### config.mk
export PLATFORM = sky130hd
export DESIGN_NAME = steer_en_ctrl
export DESIGN_NICKNAME = d
export VERILOG_FILES = /design/src/rtl/steer_en_ctrl.sv
export SDC_FILE = /design/constraint.sdc
export NUM_CORES = 1
export LEC_CHECK = 0
export CAP_MARGIN = 15
export CORE_MARGIN = 5
export CORE_UTILIZATION = 50
export CTS_CLUSTER_SIZE = 14
export DETAILED_ROUTE_END_ITERATION = 7
export PLACE_DENSITY = 0.78
export SYNTH_ARGS = -nofsm -noshare
export SYNTH_HDL_FRONTEND = slang
export SYNTH_SLANG_ARGS = --single-unit
### constraint.sdc
create_clock -name clk -period 10.63 [get_ports clk]
set_input_delay 2.126 -clock clk [delete_from_list [all_inputs] [get_ports clk]]
set_output_delay 2.126 -clock clk [all_outputs]
set_load 0.1 [all_outputs]
### src/rtl/steer_en_ctrl.sv
// Rider-presence / steering-enable sequencer: samples the load cells, runs IDLE/WAIT/STEER with a settle timer.
// Build option: define STEER_HYST_EN to give the rider drop-out threshold a hysteresis margin.
//
// state | meaning
// IDLE  | no rider; integrator held clear, steering disabled
// WAIT  | rider present, waiting for balanced load to settle
// STEER | rider settled; steering enabled

module steer_en_ctrl #(
  parameter bit          fast_sim      = 1'b1,
  parameter logic [11:0] MIN_RIDER_WT  = 12'h200,
  parameter logic [11:0] WT_HYSTERESIS = 12'h40
) (
  input  logic        clk,
  input  logic        rst_n,
  input  logic        ld_vld,
  input  logic [11:0] lft_ld,
  input  logic [11:0] rght_ld,
  output logic        rider_off,
  output logic        en_steer,
  output logic [1:0]  steer_state
);

  typedef enum logic [1:0] {
    IDLE  = 2'd0,
    WAIT  = 2'd1,
    STEER = 2'd2
  } state_t;

  state_t      state;
  state_t      state_nxt;
  logic [11:0] lft_r;
  logic [11:0] rght_r;
  logic [12:0] sum;
  logic [12:0] diff;
  logic [12:0] min_wt;
  logic [12:0] drop_wt;
  logic [25:0] tmr;
  logic        tmr_clr;
  logic        tmr_inc;
  logic        tmr_full;
  logic        sum_gt_min;
  logic        sum_lt_min;
  logic        diff_gt_1_4;
  logic        diff_gt_15_16;

  assign sum    = {1'b0, lft_r} + {1'b0, rght_r};
  assign diff   = (lft_r >= rght_r) ? {1'b0, lft_r - rght_r} : {1'b0, rght_r - lft_r};
  assign min_wt = {1'b0, MIN_RIDER_WT};

`ifdef STEER_HYST_EN
  assign drop_wt = min_wt - {1'b0, WT_HYSTERESIS};
`else
  // Single threshold: the hysteresis parameter stays on the interface but contributes nothing.
  assign drop_wt = min_wt - ({1'b0, WT_HYSTERESIS} & 13'd0);
`endif

  assign sum_gt_min    = (sum > min_wt);
  assign sum_lt_min    = (sum < drop_wt);
  assign diff_gt_1_4   = (diff > (sum >> 2));
  assign diff_gt_15_16 = (diff > (sum - (sum >> 4)));
  assign tmr_full      = fast_sim ? (&tmr[14:0]) : (&tmr);

  always_comb begin
    state_nxt = state;
    tmr_clr   = 1'b0;
    tmr_inc   = 1'b0;
    case (state)
      IDLE: begin
        if (sum_gt_min) begin
          state_nxt = WAIT;
          tmr_clr   = 1'b1;
        end
      end
      WAIT: begin
        if (sum_lt_min)       state_nxt = IDLE;
        else if (diff_gt_1_4) tmr_clr   = 1'b1;
        else if (tmr_full)    state_nxt = STEER;
        else                  tmr_inc   = 1'b1;
      end
      STEER: begin
        if (sum_lt_min) begin
          state_nxt = IDLE;
        end else if (diff_gt_15_16) begin
          state_nxt = WAIT;
          tmr_clr   = 1'b1;
        end
      end
      default: state_nxt = IDLE;
    endcase
  end

  // Outputs are registered decodes of the next state, so they always match the state register.
  always_ff @(posedge clk or negedge rst_n) begin
    if (!rst_n) begin
      state       <= IDLE;
      lft_r       <= 12'd0;
      rght_r      <= 12'd0;
      tmr         <= 26'd0;
      rider_off   <= 1'b1;
      en_steer    <= 1'b0;
      steer_state <= 2'd0;
    end else begin
      if (ld_vld) begin
        lft_r  <= lft_ld;
        rght_r <= rght_ld;
      end
      if (tmr_clr)      tmr <= 26'd0;
      else if (tmr_inc) tmr <= tmr + 26'd1;
      state       <= state_nxt;
      rider_off   <= (state_nxt == IDLE);
      en_steer    <= (state_nxt == STEER);
      steer_state <= state_nxt;
    end
  end

endmodule

Word-level counts from Yosys, hierarchy flattened

Index checks and enable logic that the tools add are counted.

Bits in registers: 54
Word-level logic and storage cells: 43
Output and inout port bits: 4

Mux-type cells: 20
Equal/unequal tests: 3
Reductions and logical operators: 4
Order comparisons: 5
$add $sub $neg: 5

Operators with widths:

| operator                | number |
|---|---|
| $mux W26                | 2 |
| $add A26 B1 Y26 const B | 1 |
| $sub A12 B12 Y12        | 2 |
| $reduce_and A15 Y1      | 1 |
| $add A12 B12 Y13        | 1 |
| $gt A12 B13 Y1          | 1 |
| $gt A13 B10 Y1 const B  | 1 |
| $lt A13 B10 Y1 const B  | 1 |
| $sub A13 B9 Y13         | 1 |
| $ge A12 B12 Y1          | 1 |
| $gt A12 B11 Y1          | 1 |
| $mux W12                | 1 |
| $mux W2                 | 6 |
| $mux W1                 | 9 |
| $pmux W2 S3             | 1 |
| $eq A2 B2 Y1 const B    | 2 |
| $logic_not A2 Y1        | 2 |
| $pmux W1 S3             | 1 |
| $eq A2 B1 Y1 const B    | 1 |
| $reduce_bool A2 Y1      | 1 |

Longest topological paths before layout

Word-level depth: 8
Depth in mapped cells: 27
Gate-level depth less buffers: 26

Least setup slack after synthesis

Ideal clock, no wire load.

Path kind: reg2reg
Start point: reg lft_r[1]
End point: reg tmr[0]
Clock period less this slack: 5748 ps
Buffers on the path: 1
Data arrival time: 5616 ps
Path slack: 4882 ps
Required time: 10498 ps
Stages on the path, launching flop included: 26
Path through: dfrtp_1 inv_1 ha_1 nand2b_1 a2111o_1 nand3b_1 xor2_1 inv_1 fa_1 nand2b_1 a311oi_1 a211oi_1 o31ai_1 a31oi_1 o21ai_0 xnor2_1 ha_1 and3_1 a221oi_1 a31oi_1 nand3_1 a21oi_1 a31oi_1 a311oi_1 clkbuf_1 nor2_1

Cells in the longest elaborated chain, start to end: 7

Ends and longest elaborated chain:

| element                                                 | line   | RTL |
|---|---|---|
| from (decl)                                             | 32     | `logic [11:0] lft_r;` |
| from (signal assigned)                                  | 105    | `lft_r <= lft_ld;` |
| $add A12 B12 Y13 (tied with other cells)                | 47     | `assign sum = {1'b0, lft_r} + {1'b0, rght_r};` |
| $sub A13 B9 Y13 / $mux W12 (equally long branches)      | 61, 48 |  |
| $gt A12 B13 Y1 / $gt A12 B11 Y1 (equally long branches) | 61, 60 |  |
| $mux W1 (on tied branches)                              | 84, 77 |  |
| $mux W1 (on tied branches)                              | 82, 76 |  |
| $pmux W1 S3 / $mux W1 (equally long branches)           | 68     | `case (state)` |
| $mux W26 / $reduce_bool A2 Y1 (equally long branches)   | n/a    |  |
| to (signal assigned)                                    | 109    | `else if (tmr_inc) tmr <= tmr + 26'd1;` |
| to (decl)                                               | 38     | `logic [25:0] tmr;` |

Parallel ways exist; a longest one is shown, timed or not.
A chain may end at the register's enable or synchronous reset.

Worst setup path in the final report

Start point: reg lft_r[1]
End point: reg tmr[14]

Same word-level chain as after synthesis.

==> reports/results.tsv <==
metric	value	unit
Finished Layout Cells	744	
number of placed instances, taps included	736	
Post-Synthesis Cells	597	
GRT overflow	0	
synth top area cells	dfrtp_1 (21%), ha_1 (18%), o21ai_0 (5.4%), a21oi_1 (5.3%), xnor2_1 (4.1%)	
Final Cycle Share	59.7	%
Final HPWL DP	9.13	mm
Lkg Pwr	2.47	nW
Slew HR	35.2	%
hold slack	0.538	ns
Final Critical Period	6.35	ns
Worst-Skew Late Latency	0.30	ns
Yosys top cell area share	21.4	%
total track usage	20.3	%
post-CTS setup buffer count	0	
R2R setup slack	4.28	ns
Pwr per Cell Area	209	mW/mm2
Final Hold Violating Endpoints	0	
Syn Nets	697	
Core Region	0.00968	mm2
setup ws final	4.28	ns
worst slack, placed	4.35	ns
leading area contributor after synthesis	dfrtp_1	
synthesis-to-finish area growth	9.46	%
Critical Path End Type	register	
gpl congestion	0.943	
peak supply drop	0.0000949	V
vias in the first global route	4313	
total negative slack	0	ns
post-synthesis register bit count	43	
# setup viols final	0	
CP arrival	6.54	ns
met1 wire length	5.24	mm
die span in x	109	um
Synth Cell Area	0.00492	mm2
RSZ-0062 raised after global routing	no	
crit-path max FO	15	
Num CTS Buffers	5	
Clock Tree Root	clkbuf_8	
met2 wire length	5.56	mm
IO buf count	30	
Final Util	55.6	%
worst setup path class	register to register	
Reg2Reg Depth	25	
Post-synth EDFFs	0	
Net count, final	710	
top layer in use	met4	
vias	4472	
dpl cell area	0.00527	mm2
Pre-antenna DRT Iters	5	
Least-Margin Pin Slew	0.969	ns
ys async rst share	100	%
Max clock buf depth	2	
vias per cell	6.01	
hold_sp	tmr[14]$_DFFE_PN0P_	
Synth Flop Type	dfrtp_1	
drt initial violations	359	
CTS tree	yes	
most frequent cell after synthesis	ha_1	
Post-Route WL	11.6	mm
first-pass GRT wire length	19.9	mm
Hold EP	tmr[14]$_DFFE_PN0P_	
routed len/inst	15.6	um
wire length on met3	611	um
Slew Limit Fails	0	
Final ANT Viol Nets	0	
CTS-repair resized insts	0	
io pins	31	
Die Footprint	0.0119	mm2
Max-cap violations	0	
Min-Delay Path Depth	2	
num rows	36	
fraction of layout cells with a size suffix above 1	5.89	%
Hold Path Class	register to register	
total chip power	1.13	mW
outcome	completed	
Post-CTS Hold Buffers	0	
Max Freq	0.157	GHz
Worst-path clk slew	0.09	ns
ANT cells	0	
sequential share of the synthesized area	21.9	%
startpoint types	register	
DRC viols	0	
commonest cells in the netlist	ha_1 (69), o21ai_0 (53), a21oi_1 (52)	
post-synth cell types	73	
initial antenna violation count	0	
CP Data Required Time	10.82	ns
R2R Path End	tmr[14]$_DFFE_PN0P_	
syn avg cell area	8.24	um2
H-tree Lvls	2	
final instance area	0.00539	mm2
Worst Clk Skew	0.00955	ns
r2r startpoint	lft_r[1]$_DFFE_PN0P_	
Initial Util	50.8	%
CTS Sinks	43	
largest net degree at the start of global routing	48	
Die H	109	um
Ys Warns	0	
[how the worst max path moves through the flow]
| stage | start | to |
|---|---|---|
| 2_1_floorplan | lft_r[1]$_DFFE_PN0P_ | tmr[0]$_DFFE_PN0P_ |
| 3_3_place_gp | lft_r[1]$_DFFE_PN0P_ | tmr[14]$_DFFE_PN0P_ |
| 3_5_place_dp | lft_r[1]$_DFFE_PN0P_ | tmr[14]$_DFFE_PN0P_ |
| 4_1_cts | lft_r[1]$_DFFE_PN0P_ | tmr[14]$_DFFE_PN0P_ |
| 5_1_grt | lft_r[1]$_DFFE_PN0P_ | tmr[8]$_DFFE_PN0P_ |
| 6_report | lft_r[1]$_DFFE_PN0P_ | tmr[14]$_DFFE_PN0P_ |
[critical path, cell delays in order (launching register included)]
cell and delay (ns):
dfrtp_1 0.44, inv_1 0.16, ha_1 0.38, nand2b_1 0.21
a2111o_1 0.45, nand3b_1 0.11, xor2_1 0.47, inv_1 0.21
fa_1 0.49, nand2b_1 0.19, a311oi_1 0.21, a211oi_1 0.11
o31ai_1 0.47, a31oi_1 0.21, xor2_1 0.18, ha_1 0.31
nand4_1 0.12, o21ai_0 0.25, a221oi_1 0.12, a31oi_1 0.24
nand3_1 0.12, a21oi_1 0.14, a31oi_1 0.07, a311oi_1 0.25
buf_4 0.25, nor2_1 0.07
[layout by cell type, fill, tap and decap left out, types with 3 or more instances in the layout]
cell	instances
a211oi_1	7
mux2_2	6
nand3b_1	5
dfrtp_1	42
clkbuf_8	5
or4_1	6
a21o_1	15
nand2b_1	7
a31oi_1	7
a31o_2	3
ha_1	69
clkdlybuf4s50_1	29
nor3_1	9
nand2_1	47
xnor2_1	23
nor2_1	25
inv_2	3
o21ai_0	53
o31ai_1	7
inv_1	45
a21oi_1	52
nand3_1	10
and3_1	13
or3_1	10
and2_1	5
nor2b_1	6
nor3b_1	3
fa_1	4
nand4_1	18
o21a_1	3
mux2i_1	6
xor2_1	9
[layer usage]
layer,global-route usage (%),vias to the layer above
met2,34.9,139
met3,2.25,19
li1,-,2193
met1,27.1,2121
met5,0,-
met4,5.34,0
[logic make-up after synthesis]
| kind of cell | count (synthesis) | synth area share, % |
|---|---|---|
| compound gates | 181 | 23.5 |
| simple gates | 178 | 19.5 |
| buf+inv | 74 | 6.18 |
| fa+ha+maj | 74 | 19.4 |
| flops | 43 | 21.9 |
| xor+xnor | 35 | 6.94 |
| mux | 12 | 2.59 |
[registers in the layout (all words and copies together) (netlist names)]
register,cells
lft_r,12
rght_r,12
state,2
en_steer,1
tmr,15
rider_off,1
[report_power, final]
group          internal (mW)  switching [mW]
combinational          0.325           0.477
sequential             0.179          0.0126
clock                 0.0701          0.0622
total                  0.574           0.551
[area by class of cell]
type	instances	area, um2
clock buffer	5	68.8
clock inverter	3	43.8
timing repair buffer	32	310
sequential	43	1080
tap	133	166
fill	885	4300
multi-input combinational	480	3540
inverter	48	180
Note: power is estimated with default switching activity, not from simulation.
